[src/rtl/gray_input_sync.sv]
// gray_input_sync
//   Front-end for the Gray-to-7-segment decoder. Each raw board input is
//   passed through a two-flop synchroniser. The four switches are then
//   debounced as one group, and the button is debounced on its own path.
//   A value is committed only after it has been stable for DEBOUNCE_CYCLES
//   synchronised cycles.
//
//   Build option: define GRAY_CHECK_EN to implement the sticky gray_err
//   check. Without it, gray_err is tied low and the port is kept.
//
// Ports
//   clk      in   system clock; all logic is on the rising edge
//   rst_n    in   synchronous, active-low reset
//   sw_in    in   [3:0] raw asynchronous Gray-code switches
//   btn_in   in   raw asynchronous digit-select button
//   s        out  [3:0] debounced Gray code, to the decoder s input
//   bot      out  debounced button level, to the decoder bot input
//   s_valid  out  one-cycle pulse when a new s is committed
//   gray_err out  sticky: a committed s changed in more than one bit
module gray_input_sync #(
  parameter int  DEBOUNCE_CYCLES = 4,
  localparam int CNT_W           = $clog2(DEBOUNCE_CYCLES) + 1
) (
  input  logic       clk,
  input  logic       rst_n,
  input  logic [3:0] sw_in,
  input  logic       btn_in,
  output logic [3:0] s,
  output logic       bot,
  output logic       s_valid,
  output logic       gray_err
);

  // The stability timers count down. Reloading on a change and committing
  // at zero gives the same number of stable cycles as counting up to
  // DEBOUNCE_CYCLES-1.
  localparam logic [CNT_W-1:0] CNT_LOAD = CNT_W'(DEBOUNCE_CYCLES - 1);
  localparam logic [CNT_W-1:0] CNT_ONE  = CNT_W'(1);

  logic [3:0]       sw_meta;
  logic [3:0]       sw_sync;
  logic             btn_meta;
  logic             btn_sync;

  logic [3:0]       cand_sw;
  logic [CNT_W-1:0] cnt_sw;
  logic             cand_btn;
  logic [CNT_W-1:0] cnt_btn;

  logic             sw_commit;
  logic             btn_commit;

  always_ff @(posedge clk) begin
    if (!rst_n) begin
      sw_meta  <= '0;
      sw_sync  <= '0;
      btn_meta <= 1'b0;
      btn_sync <= 1'b0;
    end else begin
      sw_meta  <= sw_in;
      sw_sync  <= sw_meta;
      btn_meta <= btn_in;
      btn_sync <= btn_meta;
    end
  end

  // A commit needs the candidate still stable, the timer expired, and a
  // value that differs from the one presented. The last term keeps a
  // bounce that settles back to the current s from pulsing s_valid.
  assign sw_commit  = (sw_sync == cand_sw) && (cnt_sw == '0) && (cand_sw != s);
  assign btn_commit = (btn_sync == cand_btn) && (cnt_btn == '0) && (cand_btn != bot);

  always_ff @(posedge clk) begin
    if (!rst_n) begin
      cand_sw <= '0;
      cnt_sw  <= '0;
      s       <= '0;
      s_valid <= 1'b0;
    end else begin
      s_valid <= 1'b0;
      if (sw_sync != cand_sw) begin
        cand_sw <= sw_sync;
        cnt_sw  <= CNT_LOAD;
      end else if (cnt_sw != '0) begin
        cnt_sw <= cnt_sw - CNT_ONE;
      end else if (sw_commit) begin
        s       <= cand_sw;
        s_valid <= 1'b1;
      end
    end
  end

  always_ff @(posedge clk) begin
    if (!rst_n) begin
      cand_btn <= 1'b0;
      cnt_btn  <= '0;
      bot      <= 1'b0;
    end else begin
      if (btn_sync != cand_btn) begin
        cand_btn <= btn_sync;
        cnt_btn  <= CNT_LOAD;
      end else if (cnt_btn != '0) begin
        cnt_btn <= cnt_btn - CNT_ONE;
      end else if (btn_commit) begin
        bot <= cand_btn;
      end
    end
  end

`ifdef GRAY_CHECK_EN
  logic [3:0] sw_diff;
  logic       multi_bit;

  // x & (x-1) clears the lowest set bit; anything left means two or more
  // bits changed between the old and the new code.
  assign sw_diff   = s ^ cand_sw;
  assign multi_bit = (sw_diff & (sw_diff - 4'd1)) != 4'd0;

  always_ff @(posedge clk) begin
    if (!rst_n) begin
      gray_err <= 1'b0;
    end else if (sw_commit && multi_bit) begin
      gray_err <= 1'b1;
    end
  end
`else
  assign gray_err = 1'b0;
`endif

endmodule

[config.mk]
export PLATFORM = sky130hd
export DESIGN_NAME = gray_input_sync
export DESIGN_NICKNAME = d
export VERILOG_FILES = /design/src/rtl/gray_input_sync.sv
export SDC_FILE = /design/constraint.sdc
export NUM_CORES = 1
export LEC_CHECK = 0
export ABC_AREA = 1
export BUFFER_PORTS_ARGS = -buffer_cell sky130_fd_sc_hd__buf_2
export CORE_UTILIZATION = 50
export CTS_CLUSTER_SIZE = 40
export DETAILED_ROUTE_END_ITERATION = 16
export PLACE_DENSITY = 0.73
export SYNTH_ARGS = -nofsm -noshare
export SYNTH_HDL_FRONTEND = slang
export SYNTH_SLANG_ARGS = --single-unit
[constraint.sdc]
create_clock -name clk -period 1.1 [get_ports clk]
set_input_delay 0.22 -clock clk [delete_from_list [all_inputs] [get_ports clk]]
set_output_delay 0.22 -clock clk [all_outputs]
set_load 0.01 [all_outputs]
# == Yosys cells after proc, flatten, opt, wreduce, memory -nomap -nowiden ==
# Cells that the tools add are included.
# word_totals
reg_bits,27
input_bits,7
output_inout_bits,7
# op_classes
n_addsub,2
n_eq_ne,6
muxes,5
bitwise,5
reduce_logical,15
# ops
op,count
two-way mux 2 bit,4
inequality test 4 bit,2
zero test 3 bit,2
AND reduction 3 bit,2
nonzero test 3 bit,2
"subtractor 3 x 1 -> 3 bit, second input constant",2
inverter 1 bit,5
== test 4 bit,1
logical AND 1 bit,4
nonzero test 2 bit,2
OR reduction 2 bit,2
OR reduction 3 bit,1
inequality test 1 bit,2
== test 1 bit,1
two-way mux 1 bit,1

# == Depth between registers and ports, before layout ==
# Gate-level depths: netlist (run 1).
# logic_depth
ltp_word,4
ltp_mapped,9
mapped_depth_nobuf,9

# == Worst setup path after synthesis (run 1) ==
# OpenSTA, ideal clock, no wires.
# synth_path
path_kind,register to register
from,reg cnt_btn[0]
to,reg cnt_btn[1]
path_slack_ns,-0.040
stages_incl_launch_ff,9
setup_time_ns,0.058
arrival_time_ns,1.082
required_ns,1.042
path_cell_list,dfxtp_1 > inv_1 > ha_1 > inv_1 > nor2_1 > inv_1 > o21ai_0 > o21ai_0 > inv_1
# synth_via
elab_chain_len,3
elab_cells_between_ends,5
cone_classes,1 x add/sub; 2 x mux; 2 x reduce/logical
# synth_lines
item,line,source
from (decl),48,logic [CNT_W-1:0] cnt_btn;
from (signal assigned),103,cnt_btn <= cnt_btn - CNT_ONE;
subtractor 3 x 1 -> 3 bit,103,
two-way mux 2 bit,102,end else if (cnt_btn != '0) begin
two-way mux 2 bit,99,if (btn_sync != cand_btn) begin
# Parallel ways exist; a longest one is shown, timed or not. The select of a mux whose other input is x is not followed.
# A chain may end at the register's enable or synchronous reset.

# == Worst setup path after layout (run 1) ==
# layout_path
from,reg cnt_sw[1]
to,reg s[0]
# layout_via
elab_chain_len,4
elab_cells_between_ends,6
cone_classes,1 x bitwise; 5 x reduce/logical
# layout_lines
item,line,source
from (decl),46,logic [CNT_W-1:0] cnt_sw;
from (signal assigned),85,cnt_sw <= cnt_sw - CNT_ONE;
zero test 3 bit,70,assign sw_commit = (sw_sync == cand_sw) && (cnt_sw == '0) && (cand_sw != s);
logical AND 1 bit (2 in a row),70,
AND reduction 3 bit (no source line) *,n/a,
to (signal assigned),87,s <= cand_sw;
to (decl),28,"output logic [3:0] s,"
# Every way passes the cells marked *; elsewhere a longest branch is shown, timed or not.

==> results of run 1 <==
[worst max-delay path, cell delays in order, from the launching register on]
cell and delay, ps:
dfxtp_2 350, inv_2 70, ha_4 140, inv_4 40, nor2_8 140, nand3_4 130, o21ai_1 170, nor2_1 60
[cells by family after synthesis]
family          count (synthesis)  share of synthesized area
buf+inv                        44                     0.1380
fa+ha+maj                       4                    0.04090
flops                          27                     0.4417
simple gates                   73                     0.2863
compound gates                  8                    0.03271
xor+xnor                        8                    0.05726
other cells                     1                   0.003065
[synthesized netlist by cell type, drive strengths merged]
master,instances,share of area
nand2,50,0.16
ha,4,0.041
nand3,1,0.014
clkbuf,2,0.0061
a21oi,2,0.0082
nor2,15,0.076
buf,1,0.0061
conb,1,0.0031
nor3,4,0.016
nor4,1,0.010
inv,41,0.13
xnor2,5,0.036
xor2,3,0.021
o21ai,6,0.025
nand4,2,0.010
dfxtp,27,0.44
[timing repair]
action / CTS / global route
gates resized for setup: 24 / 19
pin swaps: 8 / 11
setup buffers: 4 / 1
endpoints found under the setup margin: 13 / 16
[flip-flops by register name (all words and copies together) (netlist names)]
| signal | flops |
|---|---|
| cnt_btn | 3 |
| btn_meta | 1 |
| sw_meta | 4 |
| s_valid | 1 |
| s | 4 |
| cand_sw | 4 |
| cand_btn | 1 |
| sw_sync | 4 |
| btn_sync | 1 |
| bot | 1 |
| cnt_sw | 3 |
[power groups by stage]
stage	combinational (mW)	clock (mW)	sequential, mW
2_1_floorplan	0.550	0	1.22
3_3_place_gp	0.761	0	1.20
3_5_place_dp	0.791	0	1.21
4_1_cts	0.973	0.427	1.20
5_1_grt	1.12	0.479	1.23
6_report	1.01	0.405	1.21
[path summary, 6_finish.rpt]
path,endpoint,slack (ps)
setup / recovery,s[0]$_SDFFE_PN0P_,-100
hold reg to reg,sw_sync[1]$_SDFF_PN0_,420
setup reg to reg,s[0]$_SDFFE_PN0P_,-100
hold / removal,btn_meta$_SDFF_PN0_,80
[layer usage]
layer / track usage / vias to the layer above
li1: - / 528
met1: 0.1857 / 419
met2: 0.3420 / 17
met3: 0.01786 / 6
met4: 0.1081 / 0
met5: 0 / -
[area by class of cell]
| cell class | count | area, µm² | share of cell area |
|---|---|---|---|
| clock buffers | 4 | 26.28 | 0.01694 |
| flip-flops and latches | 27 | 563.0 | 0.3629 |
| inverters | 41 | 156.4 | 0.1008 |
| multi-input cells | 94 | 599.3 | 0.3863 |
| well taps | 28 | 35.03 | 0.02258 |
| repair buffers | 26 | 171.4 | 0.1105 |
[through the flow]
| step | TNS, ps | power [mW] |
|---|---|---|
| 2_1_floorplan | 0 | 1.767 |
| 3_3_place_gp | -247.1 | 1.958 |
| 3_5_place_dp | -583.9 | 1.996 |
| 4_1_cts | -454.4 | 2.602 |
| 5_1_grt | -1136 | 2.831 |
| 6_report | -345.5 | 2.619 |
==> qor.yml, run 1 <==
sta:
  finalSetupViolations: 6
  layout_setup_ws_ps: -96.33
  drv_slew: 0
  final_hold_viol_count: 0
  hold_ws_ps: 76.51
  rsz0062_at_grt: "yes"
  clock_skew_ps: 3.395
  clock.fmax_mhz: 835.9
  min_period_over_period: 1.088
  period_needed_ps: 1196
final_layout:
  fill_cells: 180
  diodes: 0
  fin_nets: 204
  areaGrowthSynthToFinish_pct: 26.79
  final_util: 0.6881
  fin_area_um2: 1551
  layout_commonest_cell: "nand2_1"
  final_cell_mix: "43 x nand2_1, 29 x inv_1, 14 x buf_4"
  drive_gt1_frac: 0.3958
  layoutNonFillerInstCount: 220
clock_tree:
  htreeDepth: 1
  cts_made_buffers: 3
  clk_latency_ps: 310
  hold_buffers: 0
  cts.sinks: 27
  clockBufferDepth: 2
  cts_tree: "built"
  clkTransAtPathRegs_ps: 130
  cts_root_buffer: "clkbuf_4"
setup_path:
  cp-start-kind: "flop"
  crit_start: "cnt_sw[1]$_SDFFE_PN0P_"
  worstSetupPathType: "flop to flop"
  worstPathArrival_ps: 1420
  critPathCaptureType: "flop"
  r2r_start: "cnt_sw[1]$_SDFFE_PN0P_"
  required_ps: 1320
  worstRegToRegCells: 7
  crit_fanout: 6
pwr:
  switchingPower_uw: 880.0
  power.share.clock: 0.155
  power_frac_comb: 0.384
  netSwitchingFraction: 0.3360
  peakVddDrop_v: 0.001245
  seq_power_share: 0.461
  power.density_nw_per_um2: 1688
  leakage_nw: 0.8311
  internal-power_mw: 1.739
outcome:
  status: "finished, violations left"
  violations: "setup timing"
global_route:
  grt_pass1_wl_mm: 3.484
  grt_pass1_vias: 911
  grt_max_degree: 15
  overflow: 0
  track_usage: 0.1800
  antenna_found_initial: 0
floorplan:
  die_h_um: 51.47
  start_util: 0.5427
  io-pin-count: 14
  die_w_um: 51.47
  core-area_um2: 2255
  fp.dieArea_um2: 2649
  rows: 17
place:
  port_buffers: 12
  pre_cts_ws_ps: -102.7
  gp_congestion: 0.7277
  placed_cells: 211
  hpwlAfterDp_mm: 1.394
  placed_cell_area_um2: 1374
synth:
  synth_fp_nets: 176
  synthCells: 165
  synth-seq-cells: 27
  synth_warnings: 0
  synth-seq-area-share: 0.4417
  synth_cell_types: 22
  syn_area_um2: 1224
  synth.avg_cell_area_um2: 7.416
routing:
  drc: 0
  wirelength_mm: 1.982
  routedWlPerCell_um: 9.009
  route.vias.total: 970
  dr.pass1.iters: 4
  met3_length_um: 46
  met1_length_um: 858
  dr.first_iter.drc_count: 7
  met2_length_mm: 1.027
  vias_per_cell: 4.409
  top_layer: "met4"
  final_antenna_net_count: 0
worst_hold_path:
  min_from: "btn_in"
  whs_path_depth: 3
  hold_path.class: "input port to flop"
flow_run:
  cap_viol_max_count: 0
Note: power is estimated with default switching activity, not from simulation.
==> run 2: changes to the inputs <==
--- a/config.mk
+++ b/config.mk
@@ -8,6 +8,7 @@
 export ABC_AREA = 1
 export BUFFER_PORTS_ARGS = -buffer_cell sky130_fd_sc_hd__buf_2
 export CORE_UTILIZATION = 50
+export CTS_BUF_LIST = sky130_fd_sc_hd__clkbuf_16
 export CTS_CLUSTER_SIZE = 40
 export DETAILED_ROUTE_END_ITERATION = 16
 export PLACE_DENSITY = 0.73
==> run 2 against run 1 <==
Net effect:
- the flow still finishes with violations (setup timing)
- sequential power barely moved
- cell count rose by 0.45%
- sequential share of layout area fell by 1.7 points
- first-iteration DRC count rose by 130%
- non-clock buffer count rose by 1
- register-to-register slack improved by 40 ps
- flip-flop and latch count did not move
- worst hold slack improved by 61 ps
- utilization rose by 2.7 points
- wire length rose by 11%
- combinational power rose by 5%
- clock skew fell by 1.3 ps
==> qor.yml, run 2 (synthesis gave the netlist of run 1 again) <==
final_layout:
  fill_cells: 165
  layout_commonest_cell: "nand2_1"
  fin_area_um2: 1613
  multi_input_area_um2: 605.6
  regArea_um2: 558.0
  layoutNonFillerInstCount: 221
  diodes: 0
  areaGrowthSynthToFinish_pct: 31.80
  final_cell_mix: "39 x nand2_1, 27 x inv_1, 15 x dfxtp_1"
  drive_gt1_frac: 0.4249
  fin_nets: 205
sta:
  drv_slew: 0
  final_hold_viol_count: 0
  clock.fmax_mhz: 861.2
  period_needed_ps: 1161
  finalSetupViolations: 6
  min_period_over_period: 1.056
  clock_skew_ps: 2.090
  rsz0062_at_grt: "yes"
  hold_ws_ps: 137.5
  layout_setup_ws_ps: -61.15
  fin_setup_tns_ps: -259.5
setup_path:
  worstRegToRegCells: 8
  worstPathArrival_ps: 1350
  crit_fanout: 6
  worst_path_largest_cell_delay_ps: 320
  r2r_setup_slack_ps: -60
  critPathCaptureType: "flop"
  required_ps: 1290
  cp_cell_sequence: "inv_2, ha_4, inv_4, nor2_8, nand3_4, nand2_1, o21ai_1, nor2_1"
  cp_slowest_cell: "dfxtp_2"
  cp-start-kind: "flop"
  worstSetupPathType: "flop to flop"
outcome:
  status: "finished, violations left"
  violations: "setup timing"
global_route:
  grt_max_degree: 15
  grt_pass1_wl_mm: 3.781
  track_usage: 0.1986
  grt_pass1_vias: 935
  overflow: 0
  antenna_found_initial: 0
pwr:
  internal-power_mw: 2.104
  peakVddDrop_v: 0.001283
  power.share.clock: 0.260
  power.density_nw_per_um2: 1906
  leakage_nw: 0.8599
  power_frac_comb: 0.345
  netSwitchingFraction: 0.3153
  switchingPower_uw: 969.0
  seq_power_share: 0.395
place:
  hpwlAfterDp_mm: 1.394
  placed_cell_area_um2: 1374
  gp_congestion: 0.7277
  pre_cts_ws_ps: -102.7
  port_buffers: 12
  placed_cells: 211
floorplan:
  start_util: 0.5427
  die_h_um: 51.47
  core-area_um2: 2255
  io-pin-count: 14
  die_w_um: 51.47
  rows: 17
  fp.dieArea_um2: 2649
clock_tree:
  cts_made_buffers: 3
  clk_latency_ps: 260
  clockBufferDepth: 2
  cts.sinks: 27
  clkTransAtPathRegs_ps: 60
  cts_tree: "built"
  cts_root_buffer: "clkbuf_16"
  htreeDepth: 1
  hold_buffers: 0
routing:
  route.vias.total: 1001
  wirelength_mm: 2.209
  dr.pass1.iters: 4
  dr.first_iter.drc_count: 16
  final_antenna_net_count: 0
  drc: 0
  vias_per_cell: 4.529
  routedWlPerCell_um: 9.995
worst_hold_path:
  hold_path.class: "input port to flop"
  whs_path_depth: 3
flow_run:
  cap_viol_max_count: 0
run 2: cell types whose count changed in the layout (fill, tap and decap cells not counted), sizes merged:
cell	previous run	this run
buf	26	27
clkbuf	4	3
inv	41	42
run 2: final cells by class:
type                            count  share of cell area
Clock buffer                        3             0.04655
Clock inverter                      1            0.002327
Inverter                           41             0.09853
Multi-Input combinational cell     94              0.3755
Sequential cell                    27              0.3460
Tap cell                           28             0.02172
Timing Repair Buffer               27              0.1094
run 2: power by group through the flow:
stage          Combinational [mW]  Sequential, mW  Clock, mW
2_1_floorplan               0.550            1.22          0
3_3_place_gp                0.761            1.20          0
3_5_place_dp                0.791            1.21          0
4_1_cts                     0.944            1.20      0.813
5_1_grt                      1.18            1.23      0.862
6_report                     1.06            1.21      0.800
run 2: through the flow:
stage,power [mW],util
6_report,3.073,0.7153
3_5_place_dp,1.996,0.6093
4_1_cts,2.957,0.6837
3_3_place_gp,1.958,0.6093
5_1_grt,3.270,0.7153
2_1_floorplan,1.767,-
run 2: worst max-delay path, delay by kind of cell (launching register included):
family,cells,cell delay (ps)
AND/OR/NAND/NOR,4,460
flip-flops,1,320
adder cells (fa/ha/maj),1,140
buffers and inverters,2,110
AO/OA/AOI/OAI,1,50
run 2: what timing repair did:
action / 4_1_cts / 5_1_grt
resized for setup: 23 / 26
endpoints found under the hold margin: 0 / 0
cloned: 0 / 0
setup endpoints to repair: 11 / 11
pin swaps: 9 / 15
buffers inserted: 4 / 2
run 2: routing by layer:
layer | vias up | share of wire | wire length [µm] | global-route usage
met3 | 5 | 0.029 | 63 | 0.02679
met4 | 0 | 0.019 | 42 | 0.09459
li1 | 534 | - | - | -
met2 | 20 | 0.52 | 1138 | 0.3831
met5 | - | 0 | 0 | 0
met1 | 442 | 0.44 | 965 | 0.2059
run 2: final timing paths:
kind	startpoint	to
min	sw_in[0]	sw_meta[0]$_SDFF_PN0_
min reg2reg	sw_meta[2]$_SDFF_PN0_	sw_sync[2]$_SDFF_PN0_
max	cnt_sw[1]$_SDFFE_PN0P_	s[1]$_SDFFE_PN0P_
max reg2reg	cnt_sw[1]$_SDFFE_PN0P_	s[1]$_SDFFE_PN0P_
==> run 3: changes to the inputs <==
==> constraint.sdc (replaced) <==
create_clock -name clk -period 1.1 [get_ports clk]
set_input_delay 0.055 -clock clk [delete_from_list [all_inputs] [get_ports clk]]
set_output_delay 0.055 -clock clk [all_outputs]
set_load 0.01 [all_outputs]
==> run 3 against run 2 <==
Net effect:
- the run still ends with setup timing left
- setup slack better by 1.2 ps
- flip-flop and latch count unchanged
- wire length up 3.0%
- clock power about the same
- non-clock buffer count up 5
- design area up 3.1%
- utilization up 2.2 points
- cell count up 2.3%
- sequential power about the same
- critical path depth down 1
==> qor.yml, run 3 (synthesis gave the netlist of run 1 again) <==
outcome:
  status: "finished, violations left"
  violations: "setup timing"
setup_path:
  r2r_setup_slack_ps: -60
  critPathCaptureType: "flop"
  worstPathArrival_ps: 1310
  cp-start-kind: "flop"
  worstSetupPathType: "flop to flop"
  required_ps: 1250
  crit_fanout: 6
pwr:
  peakVddDrop_v: 0.001430
  switchingPower_uw: 970.4
  internal-power_mw: 2.116
  seq_power_share: 0.393
  power_frac_comb: 0.348
  power.share.clock: 0.259
  power.density_nw_per_um2: 1856
  netSwitchingFraction: 0.3144
  leakage_nw: 0.8808
  p_total_mw: 3.086
sta:
  fin_setup_tns_ps: -256.8
  finalSetupViolations: 6
  min_period_over_period: 1.055
  layout_setup_ws_ps: -59.97
  clock_skew_ps: 1.816
  clock.fmax_mhz: 862.1
  rsz0062_at_grt: "yes"
  period_needed_ps: 1160
  final_hold_viol_count: 0
  drv_slew: 0
clock_tree:
  cts.sinks: 27
  htreeDepth: 1
  clkTransAtPathRegs_ps: 60
  cts_made_buffers: 3
  cts_root_buffer: "clkbuf_16"
  clockBufferDepth: 2
  clk_latency_ps: 260
  cts_tree: "built"
routing:
  routedWlPerCell_um: 10.07
  drc: 0
  vias_per_cell: 4.487
  dr.first_iter.drc_count: 18
  dr.pass1.iters: 4
  wirelength_mm: 2.276
  route.vias.total: 1014
  final_antenna_net_count: 0
worst_hold_path:
  hold_path.class: "input port to flop"
final_layout:
  diodes: 0
  fin_nets: 210
  fin_area_um2: 1663
  drive_gt1_frac: 0.4141
  layout_commonest_cell: "nand2_1"
  areaGrowthSynthToFinish_pct: 35.89
  final_cell_mix: "39 x nand2_1, 27 x inv_1, 15 x dfxtp_1"
global_route:
  track_usage: 0.2025
  overflow: 0
  grt_pass1_wl_mm: 3.850
  antenna_found_initial: 0
  grt_pass1_vias: 963
  grt_max_degree: 15
place:
  gp_congestion: 0.7277
  port_buffers: 12
  placed_cell_area_um2: 1374
  pre_cts_ws_ps: -102.7
  hpwlAfterDp_mm: 1.394
floorplan:
  fp.dieArea_um2: 2649
  start_util: 0.5427
  core-area_um2: 2255
  rows: 17
  io-pin-count: 14
  die_w_um: 51.47
  die_h_um: 51.47
flow_run:
  cap_viol_max_count: 0
-- run 3: changes by cell type in the layout (fill, tap and decap cells not counted) --
| cell | previous run | this run |
|---|---|---|
| dlygate4sd3_1 | 0 | 5 |
-- run 3: timing repair --
action / in CTS / in global routing
hold buffers: 5 / 0
gates resized for setup: 23 / 26
buffers inserted: 4 / 2
endpoints found under the hold margin: 5 / 0
setup endpoints to repair: 11 / 11
pin swaps: 9 / 15
-- run 3: final timing paths --
| path | start | end | cells after the start |
|---|---|---|---|
| worst min register to register | sw_meta[2]$_SDFF_PN0_ | sw_sync[2]$_SDFF_PN0_ | 2 |
| worst max-delay path | cnt_sw[1]$_SDFFE_PN0P_ | s[0]$_SDFFE_PN0P_ | 7 |
| worst min-delay path | rst_n | cnt_sw[0]$_SDFFE_PN0P_ | 3 |
| worst max register to register | cnt_sw[1]$_SDFFE_PN0P_ | s[0]$_SDFFE_PN0P_ | 7 |
-- run 3: worst max-delay path, cell delays in order, from the launching register on --
cell     delay (ps)
dfxtp_2         320
inv_2            70
ha_4            140
inv_4            40
nor2_8          140
nand3_4         140
o21ai_1         150
nor2_1           50
-- run 3: metrics by stage --
step / util / hold slack, ps / std cells
final: 0.7375 / 113.6 / 226
after global routing: 0.7375 / 122.6 / 226
after CTS: 0.7059 / 109.1 / 224
after detailed placement: 0.6093 / 239.0 / 211
after global placement: 0.6093 / 234.2 / 211
after floorplan: - / 152.6 / 165
-- run 3: routing by layer --
layer / up-vias / part of all wire / GRT usage / routed length [µm]
met3: 5 / 0.035 / 0.02679 / 79
met2: 25 / 0.51 / 0.3961 / 1167
met4: 0 / 0.018 / 0.09459 / 42
li1: 544 / - / - / -
met1: 440 / 0.43 / 0.2063 / 988
met5: - / 0 / 0 / 0
-- run 3: final cells by class --
| class | count | area (µm²) |
|---|---|---|
| Clock buffer | 3 | 75.07 |
| Inverter | 41 | 158.9 |
| Fill cell | 160 | 591.8 |
| Multi-Input combinational cell | 94 | 605.6 |
| Clock inverter | 1 | 3.754 |
| Sequential cell | 27 | 558.0 |
| Tap cell | 28 | 35.03 |
| Timing Repair Buffer | 32 | 226.5 |
-- run 3: power groups by stage --
stage / combinational [mW] / clock, mW / sequential (mW)
floorplan: 0.550 / 0 / 1.22
global placement: 0.761 / 0 / 1.20
detailed placement: 0.791 / 0 / 1.21
CTS: 0.958 / 0.813 / 1.20
global route: 1.20 / 0.865 / 1.23
finish: 1.07 / 0.799 / 1.21
